$ cat src/rtl/pc_fetch_unit.sv
// Purpose: PC register plus single-outstanding instruction fetch sequencer feeding decode.
// Latency: request -> response (>=1 cycle) -> if_valid next cycle; 3 cycles/instr at 1-cycle imem.
// Backpressure: holds imem_addr until imem_req_ready; holds {instr, pc} until if_ready.
module pc_fetch_unit #(
    parameter int              XLEN      = 32,
    parameter logic [XLEN-1:0] RESET_PC  = {XLEN{1'b0}},
    parameter logic [31:0]     NOP_INSTR = 32'h0000_0013
) (
    input  logic            clk,
    input  logic            rst_n,
    output logic [XLEN-1:0] pc_plus4,
    input  logic            redirect_valid,
    input  logic [XLEN-1:0] redirect_pc,
    output logic            imem_req_valid,
    input  logic            imem_req_ready,
    output logic [XLEN-1:0] imem_addr,
    input  logic            imem_rsp_valid,
    input  logic [31:0]     imem_rsp_data,
    output logic            if_valid,
    input  logic            if_ready,
    output logic [31:0]     if_instr,
    output logic [XLEN-1:0] if_pc
);

    typedef enum logic [1:0] {
        S_REQ  = 2'd0,
        S_WAIT = 2'd1,
        S_HOLD = 2'd2
    } state_t;

    state_t          state;
    logic [XLEN-1:0] pc;
    // Set when the in-flight request belongs to a squashed path; its response is thrown away.
    logic            drop;
    logic [XLEN-1:0] redir_tgt;
    logic            req_fire;

    // Fetches are always word aligned, so the low two target bits are forced to zero.
    assign redir_tgt      = redirect_pc & ~XLEN'(3);
    assign pc_plus4       = pc + XLEN'(4);
    assign imem_addr      = pc;
    assign imem_req_valid = (state == S_REQ) && rst_n;
    assign req_fire       = imem_req_valid && imem_req_ready;

    // Fetch sequencer: request, wait for the single outstanding response, hold for decode.
    always_ff @(posedge clk) begin
        if (!rst_n) begin
            state    <= S_REQ;
            pc       <= RESET_PC;
            drop     <= 1'b0;
            if_valid <= 1'b0;
            if_instr <= NOP_INSTR;
            if_pc    <= {XLEN{1'b0}};
        end else begin
            case (state)
                S_REQ: begin
                    if (redirect_valid) begin
                        pc <= redir_tgt;
                        // The old address went out this cycle; remember to discard its data.
                        if (req_fire) begin
                            drop  <= 1'b1;
                            state <= S_WAIT;
                        end
                    end else if (req_fire) begin
                        state <= S_WAIT;
                    end
                end
                S_WAIT: begin
                    if (redirect_valid) begin
                        pc <= redir_tgt;
                        // A response landing now is the stale one: request is done, refetch.
                        if (imem_rsp_valid) begin
                            drop  <= 1'b0;
                            state <= S_REQ;
                        end else begin
                            drop <= 1'b1;
                        end
                    end else if (imem_rsp_valid) begin
                        if (drop) begin
                            drop  <= 1'b0;
                            state <= S_REQ;
                        end else begin
                            if_valid <= 1'b1;
                            if_instr <= imem_rsp_data;
                            if_pc    <= pc;
                            state    <= S_HOLD;
                        end
                    end
                end
                S_HOLD: begin
                    // A redirect squashes the held instruction unless decode takes it the same cycle.
                    if (redirect_valid || if_ready) begin
                        pc       <= redirect_valid ? redir_tgt : pc_plus4;
                        if_valid <= 1'b0;
                        if_instr <= NOP_INSTR;
                        state    <= S_REQ;
                    end
                end
                default: begin
                    state <= S_REQ;
                end
            endcase
        end
    end

endmodule

$ cat config.mk
export PLATFORM = sky130hd
export DESIGN_NAME = pc_fetch_unit
export DESIGN_NICKNAME = d
export VERILOG_FILES = /design/src/rtl/pc_fetch_unit.sv
export SDC_FILE = /design/constraint.sdc
export NUM_CORES = 1
export LEC_CHECK = 0
export CAP_MARGIN = 40
export CORE_ASPECT_RATIO = 1.1
export CORE_UTILIZATION = 40
export CTS_BUF_LIST = sky130_fd_sc_hd__clkbuf_4 sky130_fd_sc_hd__clkbuf_8
export CTS_CLUSTER_SIZE = 40
export DETAILED_ROUTE_END_ITERATION = 16
export GPL_TIMING_DRIVEN = 1
export PLACE_DENSITY = 0.82
export SETUP_SLACK_MARGIN = 0.02
export SYNTH_ARGS = -nofsm -noshare
export SYNTH_HDL_FRONTEND = slang
export SYNTH_SLANG_ARGS = --single-unit
$ cat constraint.sdc
create_clock -name clk -period 2.25 [get_ports clk]
set_clock_uncertainty 0.15 [all_clocks]
set_input_delay 0.45 -clock clk [delete_from_list [all_inputs] [get_ports clk]]
set_output_delay 0.45 -clock clk [all_outputs]
set_load 0.05 [all_outputs]
==> results by group <==
Global route
  • First-pass GRT wire length: 28710 µm
  • Pin count of the biggest net entering global routing: 45
  • Grt ovf: 0
  • Number of global-route vias before repair: between 5000 and 6000
  • Total track usage: 0.2979
  • Initial antenna violation count: 0

Power
  • Max IR drop VDD: approximately 0.00034 V
  • Sw Ratio: 0.3264
  • Reg power frac: 0.418
  • Internal: approximately 2900 µW
  • P_leak: roughly 0.0037 µW
  • Logic gate share of total power: 0.280
  • P_sw: 1407 µW
  • PD cells: ~480 nW/µm²
  • Clk network pwr share: 0.302

Setup path
  • Critical path origin: imem_addr[3]
  • Worst-path fanout max: 4
  • CP max stage cell: or3_4
  • Reg2reg start: imem_addr[3]
  • Worst EP required: 1.65 ns
  • Most frequent cell on the critical path: or3_4
  • CP arrival: approximately 2.1 ns
  • Crit-path cells: ha_4 > nand3_4 > or3_4 > or3_4 > nand2_8 > buf_12
  • Setup CP Type: register to primary output
  • Worst setup EP type: primary output
  • Crit path largest cell delay: approximately 0.43 ns
  • Startpoint Class: register

STA
  • Worst-Margin Slew: 0.5271 ns
  • Final hold violations: 0
  • Crit path time final: ~2.6 ns
  • Final setup viols: 26
  • Crit share post-route: 1.177
  • Fmax: around 380 MHz
  • Final slew viol count: 0
  • Worst Slack Setup Final: -0.3972 ns
  • RSZ-0062 raised after global routing: true
  • Max-slew headroom: 0.6475

Placement
  • DP Cell Count: between 900 and 1000
  • Port bufs: ~190
  • HPWL Detailed: between 10000 and 15000 µm
  • GPL Wtd Cong: slightly below 0.9

Finish
  • Core Util, Final: 0.7746
  • Ant. Diodes: 0
  • Layout cells sized above 1: 0.3271
  • Non-Filler Instances: 1012
  • Most common cell after layout, fill and taps aside: clkdlybuf4s50_1
  • # fillers: 724
  • Commonest non-fill, non-tap cells in the layout: clkdlybuf4s50_1 (130), buf_4 (101), nand2_1 (90), dfxtp_1 (68), nor2_1 (57)
  • # nets final: 928
  • Area grow syn2layout: 87.56%

Hold path
  • Hold Crit Class: register to register
  • Worst Hold Launch: if_pc[26]

Yosys
  • Post-synthesis sequential area ratio: 0.4031
  • EDFF count, synth: 0
  • Syn Std Cell Area: around 4800 µm²
  • Synth Register Bits: 96
  • Mapped Cells: roughly 600
  • Synth warnings: 0
  • Cell variety after synth: 62
  • Post-synth ARST share: 0
  • Syn avg cell area: 7.998 µm²
  • Ys flop type: dfxtp_1

Detailed routing
  • Iteration-0 DRC Markers: approximately 300
  • Vias: 5753
  • DRC: 0
  • Drt total wl: around 19000 µm
  • WL/cell: ~19 µm
  • Post-route ant nets: 0
  • 1st-pass router iterations: 5
  • Vias per cell: between 5 and 6

Clock tree
  • Clock-pin slew on the worst setup and hold paths: approximately 0.1 ns
  • CTS sink cnt: 96
  • CTS tree: yes
  • Htree depth: 3
  • Clock Latency Late Sink: about 0.37 ns
  • Clk Tree Root Cell: clkbuf_8
  • TritonCTS Buffers: 9
  • CTS Buffer Depth: 2

Floorplan
  • Die width: 106.1 µm
  • Row Count: a little over 40
  • Die Span Y: between 100 and 150 µm
  • Core area: 11540 µm²
  • Die ar.: between 10000 and 15000 µm²
  • Initial core utilization: 0.4130
  • Top-Level Pins: 200

Job
  • MaxCap Viol Count: 0

Run status
  • Failing checks: setup timing
  • Status: finished with violations
cell families (layout without fill, tap and decap cells):
family                     count (synthesis)  count (layout)  synth area share
and+or+nand+nor                          243             243            0.2488
AOI/OAI and AO/OA                        153             153            0.2026
DFF                                       96              96            0.4031
buffers and inverters                     66             327           0.07296
xor gates and xnor gates                  27              27           0.04960
muxes                                      9               9           0.01942
adders and majority gates                  1               1          0.002624
other                                      1               6         0.0007866
area by class of cell:
| type | count | area, µm² | share of cell area |
|---|---|---|---|
| tap | 150 | 187.7 | 0.02099 |
| clock buffer | 9 | 123.9 | 0.01385 |
| inverter | 7 | 26.28 | 0.002939 |
| timing repair buffer | 304 | 3157 | 0.3531 |
| clock inverter | 7 | 100.1 | 0.01120 |
| multi-input combinational | 439 | 3347 | 0.3743 |
| sequential | 96 | 1999 | 0.2236 |
worst paths after layout:
path	to	slack (ns)	cells past startpoint
min	if_pc[26]	0.31	2
min reg2reg	if_pc[26]	0.31	2
max	pc_plus4[16]	-0.40	6
max reg2reg	imem_addr[20]	-0.09	9
synthesized netlist by cell type (3+ instances only):
| master | n | area share |
|---|---|---|
| nor4_1 | 3 | 0.0039 |
| xnor2_1 | 23 | 0.042 |
| nand2b_1 | 3 | 0.0039 |
| buf_2 | 4 | 0.0042 |
| nor2b_1 | 5 | 0.0066 |
| o21ai_0 | 20 | 0.021 |
| nand3b_1 | 5 | 0.0079 |
| a21oi_1 | 55 | 0.058 |
| clkbuf_8 | 6 | 0.017 |
| o221ai_1 | 3 | 0.0055 |
| o22ai_1 | 11 | 0.014 |
| dfxtp_1 | 96 | 0.40 |
| xor2_1 | 4 | 0.0073 |
| and3_1 | 6 | 0.0079 |
| nand3_1 | 26 | 0.027 |
| nor3_1 | 8 | 0.0084 |
| or3_1 | 3 | 0.0039 |
| nand4_1 | 9 | 0.012 |
| buf_4 | 9 | 0.014 |
| a22oi_1 | 34 | 0.054 |
| a22o_1 | 3 | 0.0055 |
| a21o_1 | 4 | 0.0063 |
| a31oi_1 | 5 | 0.0066 |
| inv_1 | 6 | 0.0047 |
| nor2_1 | 59 | 0.046 |
| nand2_1 | 96 | 0.076 |
| mux2i_1 | 7 | 0.015 |
| clkbuf_1 | 39 | 0.031 |
| and4_1 | 3 | 0.0055 |
critical path, delay by kind of cell (launching register included):
family / cells / cell delay (ns)
fa+ha+maj: 1 / 0.16
flops: 1 / 0.38
simple gates: 4 / 1.00
buf+inv: 1 / 0.12
metal layers:
metal | vias to the layer above | part of all wire | track usage
li1 | 2599 | - | -
met2 | 328 | 0.51 | 0.5346
met5 | - | 0 | 0
met1 | 2746 | 0.36 | 0.3160
met3 | 80 | 0.076 | 0.07533
met4 | 0 | 0.050 | 0.1852
power groups by stage:
stage | logic, µW | clock network [µW] | registers [µW]
3_5_place_dp | 1160 | 0 | 1840
3_3_place_gp | 1140 | 0 | 1830
6_report | 1210 | 1300 | 1800
5_1_grt | 1260 | 1390 | 1810
2_1_floorplan | 478 | 0 | 2030
4_1_cts | 1170 | 1310 | 1800
what timing repair did:
action / in CTS / in global routing
setup buffers: 32 / 13
hold buffers: 0 / 0
endpoints found under the setup margin: 39 / 29
pin swaps: 35 / 19
gates resized for setup: 56 / 28
endpoints found under the hold margin: 0 / 0
through the flow:
stage,setup TNS (ns),cell area (µm²),power (µW),setup WS [ns],hold WS [ns]
after floorplan,-0.9796,5419,2507,-0.1725,0.3380
after global placement,-0.1377,8013,2971,-0.04540,0.2919
after detailed placement,-0.7703,8013,2999,-0.08342,0.2987
after CTS,-5.569,8710,4281,-0.3464,0.3112
after global routing,-8.399,8941,4456,-0.4958,0.3324
final,-6.541,8941,4311,-0.3972,0.3140
state kept, by name, summed over array words and instances (netlist names):
| signal | cells |
|---|---|
| imem_addr | 30 |
| if_valid | 1 |
| drop | 1 |
| if_instr | 32 |
| if_pc | 30 |
| state | 2 |
Note: power is estimated with default switching activity, not from simulation.
